$ cat config.mk
export PLATFORM = sky130hd
export DESIGN_NAME = serial_parity_rx
export DESIGN_NICKNAME = d
export VERILOG_FILES = /design/src/rtl/serial_parity_rx.sv
export SDC_FILE = /design/constraint.sdc
export NUM_CORES = 1
export LEC_CHECK = 0
export ABC_CLOCK_PERIOD_IN_PS = 2600
export BUFFER_PORTS_ARGS = -buffer_cell sky130_fd_sc_hd__buf_2
export CAP_MARGIN = 20
export CORE_ASPECT_RATIO = 0.7
export CORE_MARGIN = 2
export CORE_UTILIZATION = 60
export CTS_CLUSTER_DIAMETER = 100
export DETAILED_ROUTE_END_ITERATION = 16
export PLACE_DENSITY = 0.93
export RECOVER_POWER = 25
export SETUP_SLACK_MARGIN = 0.02
export SLEW_MARGIN = 20
export SYNTH_ARGS = -nofsm -noshare
export SYNTH_HDL_FRONTEND = slang
export SYNTH_SLANG_ARGS = --single-unit
$ cat constraint.sdc
create_clock -name clk -period 2.6 [get_ports clk]
set_clock_uncertainty 0.05 [all_clocks]
set_input_delay 0.78 -clock clk [delete_from_list [all_inputs] [get_ports clk]]
set_output_delay 0.78 -clock clk [all_outputs]
set_load 0.02 [all_outputs]
$ cat src/rtl/serial_parity_rx.sv
// Serial frame receiver: start bit, DATA_W data bits LSB first, parity bit, stop bit.
// Rebuilds the word, checks even/odd parity and the stop bit, then pulses data_valid.
module serial_parity_rx #(
  parameter int unsigned DATA_W = 8,
  parameter bit          ODD    = 1'b0
) (
  input  logic              clk,
  input  logic              rst,
  input  logic              sin,
  input  logic              sin_valid,
  output logic [DATA_W-1:0] data_out,
  output logic              data_valid,
  output logic              parity_err,
  output logic              frame_err,
  output logic              busy
);

  localparam int unsigned     CntW    = $clog2(DATA_W) + 1;
  localparam logic [CntW-1:0] LastBit = CntW'(DATA_W - 1);

  typedef enum logic [1:0] {StIdle, StData, StParity, StStop} state_e;

  state_e            state_q, state_d;
  logic [CntW-1:0]   cnt_q, cnt_d;
  logic [DATA_W-1:0] shift_q, shift_d;
  logic              acc_q, acc_d;
  logic              perr_q, perr_d;
  logic [DATA_W-1:0] data_q, data_d;
  logic              valid_q, valid_d;
  logic              perr_out_q, perr_out_d;
  logic              ferr_q, ferr_d;

  always_comb begin
    state_d    = state_q;
    cnt_d      = cnt_q;
    shift_d    = shift_q;
    acc_d      = acc_q;
    perr_d     = perr_q;
    data_d     = data_q;
    perr_out_d = perr_out_q;
    ferr_d     = ferr_q;
    valid_d    = 1'b0;

    // Without a valid strobe every piece of frame state simply holds.
    if (sin_valid) begin
      case (state_q)
        StIdle: begin
          if (!sin) begin
            state_d = StData;
            cnt_d   = '0;
            shift_d = '0;
            acc_d   = ODD;
          end
        end
        StData: begin
          shift_d = shift_q | (DATA_W'(sin) << cnt_q);
          acc_d   = acc_q ^ sin;
          cnt_d   = cnt_q + 1'b1;
          if (cnt_q == LastBit) begin
            state_d = StParity;
          end
        end
        StParity: begin
          perr_d  = acc_q ^ sin;
          state_d = StStop;
        end
        StStop: begin
          // The frame is reported even when the stop bit is bad.
          data_d     = shift_q;
          perr_out_d = perr_q;
          ferr_d     = ~sin;
          valid_d    = 1'b1;
          state_d    = StIdle;
        end
        default: begin
          state_d = StIdle;
        end
      endcase
    end
  end

  always_ff @(posedge clk or posedge rst) begin
    if (rst) begin
      state_q    <= StIdle;
      cnt_q      <= '0;
      shift_q    <= '0;
      acc_q      <= 1'b0;
      perr_q     <= 1'b0;
      data_q     <= '0;
      valid_q    <= 1'b0;
      perr_out_q <= 1'b0;
      ferr_q     <= 1'b0;
    end else begin
      state_q    <= state_d;
      cnt_q      <= cnt_d;
      shift_q    <= shift_d;
      acc_q      <= acc_d;
      perr_q     <= perr_d;
      data_q     <= data_d;
      valid_q    <= valid_d;
      perr_out_q <= perr_out_d;
      ferr_q     <= ferr_d;
    end
  end

  assign data_out   = data_q;
  assign data_valid = valid_q;
  assign parity_err = perr_out_q;
  assign frame_err  = ferr_q;
  assign busy       = (state_q != StIdle);

endmodule

# [Word level (Yosys, flattened, before mapping)]
# Cells that the tools add are included.
[word_totals] regBits=27 out_inout_bits=12
[op_classes] add_sub_neg=1 n_eq_ne=6 shift=1 mux=11 bitwise=3 n_reduce_logical=7
[op_table] operator="case mux 8 bit (2 select lines)" n=1
[op_table] operator="two-way mux 8 bit" n=1
[op_table] operator="bitwise OR 8 bit" n=1
[op_table] operator="case mux 2 bit (4 select lines)" n=1
[op_table] operator="case mux 4 bit (2 select lines)" n=1
[op_table] operator="left shift 1 x 4 -> 8 bit" n=1
[op_table] operator="AND reduction 3 bit" n=2
[op_table] operator="adder 4 x 1 -> 4 bit (second input constant)" n=1
[op_table] operator="== test 2 bit (second input constant)" n=2
[op_table] operator="== test 4 x 3 -> 1 bit (second input constant)" n=1
[op_table] operator="two-way mux 2 bit" n=2
[op_table] operator="two-way mux 4 bit" n=1
[op_table] operator="!= test 2 bit (second input constant)" n=2
[op_table] operator="AND reduction 2 bit" n=2
[op_table] operator="nonzero test 2 bit" n=2
[op_table] operator="two-way mux 1 bit" n=3
[op_table] operator="== test 2 x 1 -> 1 bit (second input constant)" n=1
[op_table] operator="zero test 2 bit" n=1
[op_table] operator="case mux 1 bit (2 select lines)" n=1
[op_table] operator="inverter 1 bit" n=1
[op_table] operator="bitwise XOR 1 bit" n=1

# [Logic depth before layout (Yosys ltp)]
# Gate-level depths: netlist of run 1.
[logic_depth] depth_word=3 mapped_depth=6

# [Least setup slack after synthesis of run 1]
# Ideal clock, no wire load.
[synth_timing] kind="input-to-reg" start="in sin" end="reg shift_q[3]" arrival_ns=1.758 slack_ns=0.716 cell_stages=5 cell_sequence="buf_2 > a21bo_4 > a21o_1 > or3_4 > o21ai_1"
[synth_between] elab_chain_len=3 word_cells_on_any_way=5
[synth_rtl] element="from (decl)" line="9" text="input logic sin,"
[synth_rtl] element="left shift 1 x 4 -> 8 bit" line="56" text="shift_d = shift_q | (DATA_W'(sin) << cnt_q);"
[synth_rtl] element="bitwise OR 8 bit" line="56"
[synth_rtl] element="case mux 8 bit (2 select lines)" line="46" text="case (state_q)"
[synth_rtl] element="to (signal assigned)" line="96" text="shift_q <= shift_d;"
[synth_rtl] element="to (decl)" line="25" text="logic [DATA_W-1:0] shift_q, shift_d;"
# Parallel ways exist; a longest one is shown, timed or not.
# A chain may end at the register's enable or synchronous reset.

# [Final worst setup path of run 1]
[layout_timing] start="reg state_q[0]" end="out busy"
[layout_between] elab_chain_len=1
[layout_rtl] element="from (decl)" line="23" text="state_e state_q, state_d;"
[layout_rtl] element="from (signal assigned)" line="84" text="state_q <= StIdle;"
[layout_rtl] element="from (signal assigned)" line="94" text="state_q <= state_d;"
[layout_rtl] element="nonzero test 2 bit" line="110" text="assign busy = (state_q != StIdle);"
[layout_rtl] element="to (decl)" line="15" text="output logic busy"
# Every way passes these cells.

==> flow_metrics.tcl, run 1 <==
set metrics [dict create \
    overflow 0 \
    worst_ep_arrival_time_ns 1.56 \
    synth_nets 130 \
    drcViolationCount 0 \
    p_switching_uw 726 \
    rsz0062_at_grt "no" \
    synth-main-ff-cell "dfrtp_1" \
    slew_violations 0 \
    std_cell_rows 13 \
    crit_required_ns 1.77 \
    synth_seq_area_share 0.530 \
    root_buffer "clkbuf_4" \
    peakVddDrop_uv 564 \
    dp_hpwl_mm 1.77 \
    nFillCells 143 \
    grt_pass1_wl_mm 4.18 \
    start_kind "flop" \
    r2r-start "state_q[0]$_DFFE_PP0P_" \
    path_class "flop to output pin" \
    seq_area_um2 676 \
    dp_slack_ns 0.513 \
    core_area_mm2 0.00194 \
    clockPowerShare 0.108 \
    die_h_um 42.6 \
    fin_nets 147 \
    hold_slack_ns 0.446 \
    combPwrFrac 0.452 \
    antenna_found_initial 0 \
    synth.distinct_cells 32 \
    syn_to_final_growth_pct 9.72 \
    postSynthAreaPerCell_um2 10.5 \
    dp.cells 155 \
    p_per_area_mw_per_mm2 1200 \
    drive_gt1_frac 0.241 \
    wl_per_cell_um 16.0 \
    fmax_ghz 0.419 \
    min_path_type "flop to flop" \
    grt_max_degree 28 \
    period_needed_ns 2.39 \
    min_period_over_period 0.918 \
    setup_violations 0 \
    worstMarginPinSlew_ns 1.38 \
    die_w_um 59.1 \
    first_iter_violations 48 \
    p_int_uw 948 \
    drtPass1Iterations 4 \
    hold_viol_final 0 \
    seqPwrFrac 0.440 \
    dieArea_mm2 0.00251 \
    finalNonFillerCells 159 \
    cp-endpoint "busy" \
    viasPerCell 6.33 \
    cap_violations 0 \
    r2r_slack_ns 0.74 \
    multi_input_area_um2 554 \
    rr_worst_depth 6 \
    finalWorstSetupSlack_ns 0.212 \
    clkLatencyLatePin_ns 0.33 \
    r2r-end "shift_q[3]$_DFFE_PP0P_" \
    cts_tree "done" \
    vias 1006 \
    worstHoldStart "shift_q[6]$_DFFE_PP0P_" \
    leakage_nw 0.690 \
    clkTransAtPathRegs_ns 0.15 \
    synth-seq-cells 27 \
    cts_buffer_depth 2 \
    gr-usage-all-layers 0.219 \
    maxSlewHeadroom 0.0808 \
    port_buffers 15 \
    start_util 0.658 \
    switching_share 0.434 \
    cts_sinks 27 \
    tns_ns 0 \
    cp-end-kind "output pin" \
    status "complete, no violations" \
    critPathMaxFanout 12 \
    cts_inserted_buffers 3 \
    netlist_area_mm2 0.00127 \
    diodes 0 \
    routabilityCongestion 0.859 \
    synthCells 121 \
    grt_pass1_vias 966 \
    async_reset_ff_frac 1.00 \
    synth-edff-count 0 \
    h-tree-depth 1 \
    drtAntennaViolNets 0 \
    cp-startpoint "state_q[0]$_DFFE_PP0P_" \
    pin_count 16 \
    ys_warn_count 0 \
    finalWirelength_mm 2.55 \
]
==> worst max-delay path: stages (launching register included) <==
cell and delay, ns:
dfrtp_1 0.45, inv_1 0.11, ha_2 0.33, inv_1 0.15
buf_2 0.19
==> how the worst min path moves through the flow <==
stage                                         end  cells after the start
after floorplan            shift_q[5]$_DFFE_PP0P_                      2
after global routing      data_out[5]$_DFFE_PP0P_                      1
after CTS                   frame_err$_DFFE_PP0P_                      3
after detailed placement   shift_q[6]$_DFFE_PP0P_                      2
final                      shift_q[6]$_DFFE_PP0P_                      2
after global placement     shift_q[6]$_DFFE_PP0P_                      2
==> flip-flops by register name, indices dropped and copies added, names as in the netlist <==
name and cells:
cnt_q 4, data_valid 1, acc_q 1, state_q 2, shift_q 8, parity_err 1
frame_err 1, data_out 8, perr_q 1
==> cells in the final DEF, fill, tap and decap left out, drive strengths merged, types with 3 or more instances in the layout <==
| cell type | n |
|---|---|
| dfrtp | 27 |
| buf | 16 |
| nand2 | 14 |
| o21ai | 11 |
| mux2 | 9 |
| nor2 | 7 |
| inv | 7 |
| a21oi | 6 |
| a31oi | 6 |
| ha | 5 |
| clkbuf | 4 |
| nor2b | 3 |
==> timing repair <==
item | 4_1_cts | 5_1_grt
hold buffers | 0 | 0
resized for setup | 0 | 1
setup buffers | 0 | 0
setup endpoints to repair | 0 | 1
==> power by group through the flow <==
stage	combinational (mW)	sequential, mW	clock, mW
6_report	0.756	0.737	0.181
3_5_place_dp	0.730	0.744	0
4_1_cts	0.737	0.735	0.180
5_1_grt	0.829	0.760	0.198
2_1_floorplan	0.498	0.767	0
3_3_place_gp	0.699	0.726	0
==> through the flow <==
step / util / total power [mW] / instance area [µm²]
6_report: 0.722 / 1.67 / 1400
5_1_grt: 0.722 / 1.79 / 1400
4_1_cts: 0.723 / 1.65 / 1400
3_5_place_dp: 0.708 / 1.47 / 1370
3_3_place_gp: 0.708 / 1.43 / 1370
2_1_floorplan: - / 1.27 / 1270
==> final cells by class <==
type	count	share of cell area
multi-input combinational	82	0.397
clock buffer	3	0.0161
timing repair buffer	17	0.0618
clock inverter	1	0.00358
inverter	7	0.0188
sequential	27	0.483
tap	22	0.0197
==> cells in the mapped netlist (2+ instances only) <==
master    number  area, µm²
dfrtp_1       27        676
nand2_1       14       52.6
mux2_2         9        101
o21ai_0        8       40.0
nor2_1         7       26.3
a21oi_1        6       30.0
a31oi_1        6       37.5
inv_1          6       22.5
ha_1           5       62.6
clkbuf_1       4       15.0
nor2b_1        3       18.8
o21ai_1        3       15.0
a21o_1         2       15.0
nand3_1        2       10.0
nand3b_1       2       15.0
==> cell families (layout without fill, tap and decap cells) <==
group / Yosys count / in the layout / synth area share
AO/OA/AOI/OAI: 33 / 33 / 0.166
XOR/XNOR: 1 / 1 / 0.00688
adder cells (fa/ha/maj): 5 / 5 / 0.0491
buffers and inverters: 12 / 28 / 0.0363
flip-flops: 27 / 27 / 0.530
multiplexers: 9 / 9 / 0.0796
AND/OR/NAND/NOR: 34 / 34 / 0.132
==> per-layer routing <==
layer	wire (µm)	GRT usage	vias up
li1	-	-	456
met5	0	0	-
met3	200	0.0586	15
met4	68	0.0773	0
met2	1140	0.333	51
met1	1140	0.299	484
No activity file was read; power rests on OpenSTA's default activity.
==> inputs of run 2 (changes only) <==
--- a/config.mk
+++ b/config.mk
@@ -8,12 +8,12 @@
 export ABC_CLOCK_PERIOD_IN_PS = 2600
 export BUFFER_PORTS_ARGS = -buffer_cell sky130_fd_sc_hd__buf_2
 export CAP_MARGIN = 20
-export CORE_ASPECT_RATIO = 0.7
+export CORE_ASPECT_RATIO = 0.8
 export CORE_MARGIN = 2
 export CORE_UTILIZATION = 60
 export CTS_CLUSTER_DIAMETER = 100
 export DETAILED_ROUTE_END_ITERATION = 16
-export PLACE_DENSITY = 0.93
+export PLACE_DENSITY_LB_ADDON = 0.25
 export RECOVER_POWER = 25
 export SETUP_SLACK_MARGIN = 0.02
 export SLEW_MARGIN = 20
==> run 2 against run 1 <==
- power hardly changed
- sequential power hardly changed
- register-to-register slack hardly changed
- combinational power is 1% lower
- global-route usage is 1.1 points higher
- via count is 2.9% lower
- largest power group unchanged
==> flow_metrics.tcl, run 2 (same netlist as run 1, synthesis figures left out) <==
set metrics [dict create \
    rsz0062_at_grt "no" \
    hold_viol_final 0 \
    clkTransAtPathRegs_ns 0.15 \
    clkLatencyLatePin_ns 0.34 \
    path_cells "inv_1 -> ha_2 -> inv_1 -> buf_2" \
    cap_violations 0 \
    grt_pass1_wl_mm 4.33 \
    critPathMaxFanout 12 \
    cts_sinks 27 \
    std_cell_rows 14 \
    die_h_um 45.2 \
    die_w_um 55.5 \
    p_per_area_mw_per_mm2 1190 \
    min_period_over_period 0.910 \
    worstMarginPinSlew_ns 1.39 \
    total_power_mw 1.67 \
    start_kind "flop" \
    drive_gt1_frac 0.241 \
    cts_buffer_depth 2 \
    maxSlewHeadroom 0.0749 \
    leakage_nw 0.686 \
    period_needed_ns 2.37 \
    cp-end-kind "output pin" \
    drtPass1Iterations 4 \
    fmax_ghz 0.423 \
    port_buffers 15 \
    slew_violations 0 \
    root_buffer "clkbuf_4" \
    worst_ep_arrival_time_ns 1.54 \
    overflow 0 \
    fin_nets 147 \
    drcViolationCount 0 \
    routabilityCongestion 0.853 \
    cts_tree "done" \
    viasPerCell 6.07 \
    postCtsSetupBuffers 0 \
    grt_pass1_vias 887 \
    path_class "flop to output pin" \
    peakVddDrop_uv 832 \
    gr-usage-all-layers 0.229 \
    setup_violations 0 \
    syn_to_final_growth_pct 10.1 \
    tns_ns 0 \
    dp_hpwl_mm 1.86 \
    min_path_type "flop to flop" \
    dp_slack_ns 0.518 \
    first_iter_violations 27 \
    diodes 0 \
    pin_count 16 \
    critPathMaxStageDelay_ns 0.45 \
    cpMostUsedCell "inv_1" \
    layout_commonest_cell "dfrtp_1" \
    finalWorstSetupSlack_ns 0.233 \
    dieArea_mm2 0.00251 \
    grt_max_degree 28 \
    h-tree-depth 1 \
    crit_required_ns 1.77 \
    vias 977 \
    hold_slack_ns 0.449 \
    most-common-layout-cells "dfrtp_1 (27), buf_2 (15), nand2_1 (14), mux2_2 (9), o21ai_0 (8)" \
    start_util 0.655 \
    slowest_stage "dfrtp_1" \
    drtAntennaViolNets 0 \
    wl_per_cell_um 16.1 \
    antenna_found_initial 0 \
    core_area_mm2 0.00194 \
    status "complete, no violations" \
    finalWirelength_mm 2.60 \
    cts_inserted_buffers 3 \
]
-- run 2: changes by cell type in the layout (fill, tap and decap cells not counted), sizes merged --
cell and change:
clkinvlp +1, clkinv -1
-- run 2: metrics by stage --
| step | area (µm²) | util | std cells |
|---|---|---|---|
| floorplan | 1270 | - | 121 |
| global placement | 1370 | 0.707 | 157 |
| detailed placement | 1370 | 0.707 | 157 |
| CTS | 1400 | 0.722 | 161 |
| global route | 1400 | 0.721 | 161 |
| finish | 1400 | 0.721 | 161 |
-- run 2: final cells by class --
type / count / area (µm²)
clock inverters: 1 / 7.51
fillers: 147 / 542
inverters: 7 / 26.3
flip-flops and latches: 27 / 676
multi-input cells: 82 / 554
clock buffers: 3 / 22.5
well taps: 24 / 30.0
repair buffers: 17 / 86.3
-- run 2: path summary, 6_finish.rpt --
path / to / slack [ns] / from / cells after the start
max: busy / 0.23 / state_q[0]$_DFFE_PP0P_ / 4
min: shift_q[5]$_DFFE_PP0P_ / 0.45 / shift_q[5]$_DFFE_PP0P_ / 2
max reg2reg: shift_q[2]$_DFFE_PP0P_ / 0.74 / state_q[0]$_DFFE_PP0P_ / 6
min reg2reg: shift_q[5]$_DFFE_PP0P_ / 0.45 / shift_q[5]$_DFFE_PP0P_ / 2
max in group asynchronous: shift_q[2]$_DFFE_PP0P_ / 0.86 / rst / 3
min in group asynchronous: data_out[1]$_DFFE_PP0P_ / 0.83 / rst / 3
-- run 2: power breakdown --
| group | internal (mW) | switching, mW | total, mW |
|---|---|---|---|
| logic | 0.300 | 0.446 | 0.746 |
| clock network | 0.0591 | 0.130 | 0.189 |
| registers | 0.590 | 0.149 | 0.739 |
-- run 2: routing by layer --
metal | wire length, µm | up-vias | global-route usage
met5 | 0 | - | 0
met4 | 46 | 0 | 0.0780
met3 | 170 | 6 | 0.0630
met2 | 1210 | 41 | 0.348
met1 | 1170 | 470 | 0.324
li1 | - | 460 | -
-- run 2: critical path, delay by kind of cell (launching register included) --
kind | cells | cell delay (ns)
buf+inv | 3 | 0.41
flops | 1 | 0.45
fa+ha+maj | 1 | 0.33
-- run 2: timing repair --
action | CTS | global route
hold buffers | 0 | 0
hold endpoints to repair | 0 | 0
setup endpoints to repair | 0 | 1
resized for setup | 0 | 1
